--- src/rtl/add_sched_pkg.sv ---
// ============================================================================
// Module  : add_sched_pkg
// Brief   : Shared constants and pipeline stage records for add_sched.
// Revision: 1.0
// ============================================================================
`default_nettype none

package add_sched_pkg;

    localparam int NREQ = 4;
    localparam int IDW  = 2;
    localparam int LAT  = 3;

    // Arbitration/capture stage: raw operand bits of the granted requester
    typedef struct packed {
        logic           valid;
        logic [IDW-1:0] id;
        logic           a;
        logic           b;
        logic           c;
    } s0_rec_t;

    // First adder stage: partial sum d = a + b, c carried forward
    typedef struct packed {
        logic           valid;
        logic [IDW-1:0] id;
        logic [1:0]     d;
        logic           c;
    } s1_rec_t;

endpackage

`default_nettype wire

--- src/rtl/add_sched_rr_arb.sv ---
// ============================================================================
// Module  : rr_arb
// Brief   : Round-robin selector, ascending search from ptr with wrap.
// Revision: 1.0
// ============================================================================
`default_nettype none

module rr_arb
    import add_sched_pkg::*;
#(
    parameter int NREQ = add_sched_pkg::NREQ,
    parameter int IDW  = add_sched_pkg::IDW
) (
    input  logic [NREQ-1:0] req,
    input  logic [NREQ-1:0] mask,
    input  logic [IDW-1:0]  ptr,
    output logic [NREQ-1:0] win,
    output logic [IDW-1:0]  win_idx,
    output logic            any
);

    logic [NREQ-1:0] w_elig;
    logic [IDW-1:0]  w_j;

    assign w_elig = req & ~mask;

    always_comb begin
        win     = '0;
        win_idx = '0;
        any     = 1'b0;
        w_j     = '0;
        for (int k = 0; k < NREQ; k++) begin
            // Index arithmetic wraps modulo NREQ because NREQ == 2**IDW
            w_j = ptr + IDW'(k);
            if (!any && w_elig[w_j]) begin
                any      = 1'b1;
                win_idx  = w_j;
                win[w_j] = 1'b1;
            end
        end
    end

endmodule

`default_nettype wire

--- src/rtl/add_sched.sv ---
// ============================================================================
// Module  : add_sched
// Brief   : Round-robin scheduler sharing a pipelined 3-operand 1-bit adder.
// Revision: 1.0
// ============================================================================
`default_nettype none

module add_sched
    import add_sched_pkg::*;
#(
    parameter int NREQ = add_sched_pkg::NREQ,
    parameter int IDW  = add_sched_pkg::IDW
) (
    input  logic            Clk,
    input  logic            Rst,
    input  logic [NREQ-1:0] req,
    input  logic [NREQ-1:0] opa,
    input  logic [NREQ-1:0] opb,
    input  logic [NREQ-1:0] opc,
    output logic [NREQ-1:0] gnt,
    output logic            res_vld,
    output logic [1:0]      res,
    output logic [IDW-1:0]  res_id,
    input  logic            res_rdy
);

    logic [NREQ-1:0] r_gnt;
    logic [IDW-1:0]  r_ptr;
    s0_rec_t         r_s0;
    s1_rec_t         r_s1;
    logic            r_res_vld;
    logic [1:0]      r_res;
    logic [IDW-1:0]  r_res_id;

    logic [NREQ-1:0] w_win;
    logic [IDW-1:0]  w_win_idx;
    logic            w_any;
    logic            w_stall;
    logic            w_s1_en;
    logic            w_s0_en;
    logic [1:0]      w_d;
    logic [1:0]      w_sum;

    // A stage may load whenever it is empty or the stage ahead is moving
    assign w_stall = r_res_vld & ~res_rdy;
    assign w_s1_en = ~r_s1.valid | ~w_stall;
    assign w_s0_en = ~r_s0.valid | w_s1_en;

    assign w_d   = {1'b0, r_s0.a} + {1'b0, r_s0.b};
    assign w_sum = r_s1.d + {1'b0, r_s1.c};

    rr_arb #(
        .NREQ (NREQ),
        .IDW  (IDW)
    ) u_arb (
        .req     (req),
        .mask    (r_gnt),
        .ptr     (r_ptr),
        .win     (w_win),
        .win_idx (w_win_idx),
        .any     (w_any)
    );

    always_ff @(posedge Clk) begin
        if (Rst) begin
            r_gnt     <= '0;
            r_ptr     <= '0;
            r_s0      <= '0;
            r_s1      <= '0;
            r_res_vld <= 1'b0;
            r_res     <= '0;
            r_res_id  <= '0;
        end else begin
            if (w_stall) begin
                // No grant while the output is blocked; s0 may only drain forward
                r_gnt <= '0;
                if (w_s0_en) begin
                    r_s0.valid <= 1'b0;
                end
            end else begin
                r_gnt      <= w_win;
                r_s0.valid <= w_any;
                r_s0.id    <= w_win_idx;
                r_s0.a     <= |(opa & w_win);
                r_s0.b     <= |(opb & w_win);
                r_s0.c     <= |(opc & w_win);
                if (w_any) begin
                    r_ptr <= w_win_idx + IDW'(1);
                end
            end

            if (w_s1_en) begin
                r_s1.valid <= r_s0.valid;
                r_s1.id    <= r_s0.id;
                r_s1.d     <= w_d;
                r_s1.c     <= r_s0.c;
            end

            if (!w_stall) begin
                r_res_vld <= r_s1.valid;
                if (r_s1.valid) begin
                    r_res    <= w_sum;
                    r_res_id <= r_s1.id;
                end
            end
        end
    end

    assign gnt     = r_gnt;
    assign res_vld = r_res_vld;
    assign res     = r_res;
    assign res_id  = r_res_id;

endmodule

`default_nettype wire
--- config.mk ---
export PLATFORM = sky130hd
export DESIGN_NAME = add_sched
export DESIGN_NICKNAME = d
export VERILOG_FILES = /design/src/rtl/add_sched_pkg.sv /design/src/rtl/add_sched_rr_arb.sv /design/src/rtl/add_sched.sv
export SDC_FILE = /design/constraint.sdc
export NUM_CORES = 1
export LEC_CHECK = 0
export BUFFER_PORTS_ARGS = -buffer_cell sky130_fd_sc_hd__buf_2
export CORE_AREA = 2 2 86 88
export CTS_CLUSTER_DIAMETER = 60
export DETAILED_ROUTE_END_ITERATION = 8
export DIE_AREA = 0 0 88 90
export GPL_ROUTABILITY_DRIVEN = 0
export REMOVE_ABC_BUFFERS = 1
export SLEW_MARGIN = 10
export SYNTH_ARGS = -nofsm -noshare
export SYNTH_HDL_FRONTEND = slang
export SYNTH_SLANG_ARGS = --single-unit
--- constraint.sdc ---
create_clock -name Clk -period 4.7 [get_ports Clk]
set_clock_uncertainty 0.2 [all_clocks]
set_input_delay 0.235 -clock Clk [delete_from_list [all_inputs] [get_ports Clk]]
set_output_delay 0.235 -clock Clk [all_outputs]
set_load 0.02 [all_outputs]
Word level (Yosys, flattened, before mapping):

Index checks and enable logic that the tools add are counted.

* register bits after elaboration: 23
* output and inout port bits: 9
* word-level logic and storage cells: 90
* memories kept: 0
* latch bits: 0
* input bits: 19
* memory bits (read-only): 0
* RAM bits: 0

* shift-type cells: 0
* bitwise gates (word level): 15
* multipliers: 0
* divide/modulo/power cells: 0
* equality and inequality tests: 1
* reductions and logical operators: 16
* add/sub/neg operators: 6
* magnitude comparators: 8
* muxes and demuxes: 30

Operator list (number)
* $and A4 B4 Y4: 4
* $mux W4: 4
* $mux W1: 14
* $lt A2 B3 Y1 const B: 4
* $or A4 B4 Y4: 3
* $reduce_or A4 Y1: 3
* $bmux W1 S2: 4
* $demux W1 S2: 4
* $ge A2 B1 Y1 const B: 4
* $mux W2: 4
* $logic_and A1 B1 Y1: 7
* $add A2 B1 Y2 const B: 2
* $add A2 B2 Y2 const B: 2
* $not A1 Y1: 4
* $not A4 Y4: 1
* $reduce_and A2 Y1: 2
* $logic_not A1 Y1: 3
* $add A1 B1 Y2: 1
* $add A2 B1 Y2: 1
* $ne A2 B1 Y1 const B: 1
* $or A1 B1 Y1: 2
* $reduce_or A2 Y1: 1
* $and A1 B1 Y1: 1

Longest topological paths before layout:

* depth in word-level cells: 16
* mapped depth: 9
* mapped depth without buffers: 7

Cells and area by module:

A second synthesis with hierarchy kept.

* cell total of the unflattened synthesis: 165
* area total of the unflattened synthesis: 1428.9 um2

Modules (own cells, without submodules)
* add_sched: sequential area each 460.4 um2, cells an instance 98, times used 1, area an instance 918.4 um2
* rr_arb: sequential area each 0.0 um2, cells an instance 67, times used 1, area an instance 510.5 um2

Worst setup path after synthesis:

No wires, ideal clock.

* path kind: reg2reg
* start: register r_ptr[0]
* end: register r_s0[1] in the netlist's numbering
* stages on the path, launching flop included: 10
* path buffers: 2
* required time: 4.436 ns
* setup slack: 2.054 ns
* setup time: 0.064 ns
* period minus slack after synthesis: 2.646 ns
* arrival: 2.382 ns
* cells stage by stage: dfxtp_1 buf_6 inv_1 ha_1 buf_2 mux4_2 or3b_1 a21oi_1 o21ai_0 nand4_1

* longest elaborated chain between the ends: 14
* elaborated cells on any way between the ends: 49
* classes of those cells: add/sub: 3; order compare: 8; mux: 23; bitwise: 4; reduce/logical: 11

Ends and longest elaborated chain
* from (decl): line add_sched.sv:28 `logic [IDW-1:0] r_ptr;`
* from (signal assigned): line add_sched.sv:88 `r_ptr <= w_win_idx + IDW'(1);`
* branches (longest 11 deep; another with $lt A2 B3 Y1)
* $mux W4 (*): line add_sched_rr_arb.sv:35 `if (!any && w_elig[w_j]) begin`
* $and A4 B4 Y4 (*): line add_sched.sv:85 `r_s0.b <= |(opb & w_win);`
* $reduce_or A4 Y1 (*): line add_sched.sv:85
* to (decl): line add_sched.sv:29 `s0_rec_t r_s0;`

Mark *: on every way between the ends. The select of a mux whose other input is x is not followed.
A chain may end at the register's enable or synchronous reset.

Worst setup path in the final report:

* start: register r_ptr[0]
* end: register r_gnt[3] (netlist: gnt[3])

* longest elaborated chain between the ends: 12
* elaborated cells on any way between the ends: 47
* classes of those cells: add/sub: 3; order compare: 8; mux: 23; bitwise: 3; reduce/logical: 10

Ends and longest elaborated chain
* branches (longest 11 deep; another with $lt A2 B3 Y1)
* $mux W4 (*): line add_sched_rr_arb.sv:35
* to (signal assigned): line add_sched.sv:81 `r_gnt <= w_win;`
* to (decl): line add_sched.sv:27 `logic [NREQ-1:0] r_gnt;`

Marked as above.

==> results.md <==
- The run finished with clean final reports.
- The slowest stage of the critical path belongs to the cell sky130_fd_sc_hd__dfxtp_1.
- The setup path with the least slack is of type flop to flop.
- The required time at the endpoint of the critical path is 4700 ps.
- The setup fix buffers added after clock tree synthesis is 0.
- For the worst flop-to-flop path, the logic depth is 7.
- The filler cells instantiated in the layout total 770.
- After the last flow step, the layout net total stands at 265.
- The final worst-path cycle share is 0.738.
- The via count of the first global-routing pass is 1486.
- In the routed layout, each cell is associated on average with a via count of 4.98.
- The total core area is 7020 µm².
- Routed signal wires occupy layers up through met4.
- The CTS tree is built.
- The worst register-to-register path begins at r_ptr[0]$_SDFFE_PP0P_.
- The remaining antenna violation count is 0.
- The total power density per cell area is 597 nW/µm².
- The site row count is 31.
- In the post-route analysis, the smallest setup slack over all paths is 1230 ps.
- Across all layers, the routed design uses 1668 vias.
- In the synthesized netlist the dominant register cell turns out to be sky130_fd_sc_hd__dfxtp_1.
- For the pin with the worst max-slew slack, the measured transition is 843 ps.
- In this run the most critical hold path is launched from opc[0].
- CTS built an H-tree with a depth of 1.
- The compound-cell area share of the yosys netlist came to 0.250.
- Ranked by instance count, the synthesized netlist is headed by sky130_fd_sc_hd__a21oi_1 (28), sky130_fd_sc_hd__dfxtp_1 (23), sky130_fd_sc_hd__nand2_1 (23).
- The number of hold violations in the final report is 0.
- The cell seen most often among critical-path stages is sky130_fd_sc_hd__a21oi_1.
- The initial utilization of the core area, before any placement, comes to 0.243.
- The count of hold buffers inserted by post-cts repair is 0.
- Relative to the synthesized area, the layout overhead comes to 15.2%.
- In this run the deepest clock path goes through 2 buffers.
- The length of routed met2 wiring is 2.03 mm.
- The number of cells traversed by the worst hold path is 3.
- The reg-to-reg endpoint is gnt[3]$_SDFF_PP0_.
- The signal on the critical path passes through inv_1 -> ha_1 -> mux4_2 -> or3b_1 -> a21oi_1 -> a21oi_1 -> nor2_1.
- After synthesis, the share of cell area in mux cells is 0.0720.
- The share of synthesized area in the top cell type comes to 0.270.
- The biggest fanout along the worst timing path is 23.
- During synthesis, Yosys emitted a total of 0 warnings.
- From left edge to right edge, the die measures 88 µm.
- The post-detailed-placement half-perimeter wirelength is 3.30 mm.
- The cell chosen for the clock root is sky130_fd_sc_hd__clkbuf_8.
- In this run the static leakage power is 0.763 nW.
- The number of distinct library cells after synthesis is 46.
- Before antenna repair, the detailed router went through 4 iterations.
- Averaged over all synthesized cells, the footprint is 7.96 µm².
- STA classifies the critical path startpoint as a flop.
- The fraction of layout instances using a drive strength above 1 is 0.182.
- Synthesis produced a netlist whose cell count is 214.
- Setup violations remaining at the end of the flow were counted as 0.
- The register area share after synthesis is 0.270.
- The DRC violation count after routing is 0.
- The dominant combinational cell family by area after synthesis is simple AND/OR/NAND/NOR gates.
- The number of pins with negative max-slew slack in the final report is 0.
- The wire length on met3 is 260 µm.
- The flop-to-flop setup slack is 1230 ps.
- The number of clock buffers added by TritonCTS is 3.
- Counting I/O delays and the setup requirement, the final critical path takes 3470 ps.
- The number of instances resized during post-cts repair is 0.
- The global-route wire length before repair is 7.18 mm.
- The data arrival time of the critical path is 3470 ps.
- The fraction of the core area covered by cells at the end of the flow is 0.280.
- The cell area after placement is 1920 µm².
- The largest vdd supply drop is 0.000335 V.
- The setup slack after placement is 1310 ps.
- The cell taking the most area after synthesis is sky130_fd_sc_hd__dfxtp_1.
- The cell area that synthesis handed to floorplanning was 1700 µm².
- The share of synthesized cell area in full adder, half adder and majority cells is 0.0661.
- The initial antenna violation count is 0.
- The number of cells in the design after placement is 331.
- The height of the die is 90 µm.
- Summed over all failing endpoints, the final setup total negative slack is 0 ps.
- Buffers placed on the I/O ports in this run total 27.
- The achievable frequency is 288 MHz.
- Setup repair after global routing left no endpoint under its margin.
- Clock latency on the worst-skew pair, taken at its later pin, is 270 ps.
- Pin placement for this block handled 28 I/O pins.
- After detailed routing, the wire length on met1 is 2.06 mm.
- CTS saw 23 sinks.
- After the flow finishes, the layout carries non-filler instances totaling 335.
- The max-slew headroom at the worst pin is 0.436.
- The destination of the worst hold path is r_s0[0]$_SDFFE_PP0N_.
- The nature of the critical path endpoint is a flop.
- The floorplan step defined a die boundary enclosing 7920 µm².
- The number of synthesized flops with an enable pin is 0.
- Entering global routing, the biggest net connects 24 pins.
- For this run, the slowest stage of the critical path takes 870 ps.
- The number of inserted diodes is 0.
- After routing the design area is 1960 µm².
- Clock-pin slew was measured on the worst setup and hold paths at 90 ps.
- After synthesis the netlist holds a flip-flop and latch count of 23.
- Sorting the synthesized cells by area gives the leading types as sky130_fd_sc_hd__dfxtp_1 (27%), sky130_fd_sc_hd__a21oi_1 (8.2%), sky130_fd_sc_hd__ha_1 (6.6%).
- Of the total synthesized cell area, the portion taken by AND, OR, NAND and NOR gates is 0.287.
- The sum of overflow across all layers after global routing is 0.
- The worst hold path belongs to the class input port to flop.
- Max-cap violations in this run came to 0.
- The routed design has 4.36 mm of wire.
- By instance count, the leading cell after synthesis is sky130_fd_sc_hd__a21oi_1.
- The synthesized-area fraction occupied by xor and xnor cells is 0.0103.
- Counting flops with an async set or reset pin after synthesis yields a share of 0.
- The total global-route track usage is 0.109.
- The detailed-route wire length per cell is 13.0 µm.
- After the first detailed-routing iteration, the DRC count stood at 73.
==> cells by family after synthesis <==
kind of cell	after synthesis
adders and majority gates	9
muxes	8
xor gates and xnor gates	2
AOI/OAI and AO/OA	65
DFF	23
buffers and inverters	16
and+or+nand+nor	91
==> cell usage in the layout (no fill, tap or decap), drive strengths merged, types with 2 or more instances in the layout <==
master / count
a21oi: 28
buf: 28
nand2: 23
dfxtp: 23
nor2: 22
nand3: 11
o21ai: 10
ha: 9
nand2b: 8
nor2b: 8
inv: 6
nand4: 6
a211oi: 5
a22oi: 4
mux2i: 4
mux4: 3
a22o: 3
o221ai: 3
or3: 3
clkbuf: 3
a31oi: 2
nor4bb: 2
xnor2: 2
a2bb2oi: 2
or3b: 2
==> layer usage <==
layer,vias up,global-route usage
li1,833,-
met3,2,0.0266
met5,-,0
met4,0,0.0115
met2,67,0.169
met1,766,0.159
==> power breakdown <==
| part | total (W) | switching [W] | internal (W) |
|---|---|---|---|
| sequential | 0.000337 | 0.0000794 | 0.000257 |
| combinational | 0.000709 | 0.000405 | 0.000304 |
| clock | 0.000126 | 0.0000670 | 0.0000593 |
| total | 0.00117 | 0.000551 | 0.000621 |
==> flip-flops by register name (all words and copies together) (netlist names) <==
signal / flops
r_s0: 6
r_s1: 6
gnt: 4
r_ptr: 2
res: 2
res_id: 2
res_vld: 1
==> how the worst max path moves through the flow <==
stage,startpoint,to,slack (ps),cells past startpoint
2_1_floorplan,r_ptr[0]$_SDFFE_PP0P_,r_s0[0]$_SDFFE_PP0N_,1730,7
3_3_place_gp,r_ptr[0]$_SDFFE_PP0P_,gnt[1]$_SDFF_PP0_,1320,6
3_5_place_dp,r_ptr[0]$_SDFFE_PP0P_,gnt[3]$_SDFF_PP0_,1310,7
4_1_cts,r_ptr[0]$_SDFFE_PP0P_,gnt[3]$_SDFF_PP0_,1280,7
5_1_grt,r_ptr[0]$_SDFFE_PP0P_,r_s0[1]$_SDFFE_PP0N_,940,7
6_report,r_ptr[0]$_SDFFE_PP0P_,gnt[3]$_SDFF_PP0_,1230,7
==> critical path, delay by kind of cell (launching register included) <==
family	cells	cell delay, ps
and+or+nand+nor	2	600
DFF	1	870
buffers and inverters	1	290
AOI/OAI and AO/OA	2	240
muxes	1	660
adders and majority gates	1	540
==> layout make-up <==
type / count / area, µm² / share of cell area
inverter: 6 / 22.5 / 0.0115
clock buffer: 3 / 41.3 / 0.0210
tap: 99 / 124 / 0.0631
timing repair buffer: 28 / 143 / 0.0727
clock inverter: 1 / 5.00 / 0.00255
multi-input combinational: 175 / 1170 / 0.595
sequential: 23 / 460 / 0.235
==> stage by stage <==
step | hold slack, ps | total power [W]
6_report | 48.2 | 0.00117
3_3_place_gp | 242 | 0.00104
4_1_cts | 43.1 | 0.00117
2_1_floorplan | 99.6 | 0.000877
5_1_grt | 59.6 | 0.00127
3_5_place_dp | 246 | 0.00104
(Power assumes the default switching activity.)
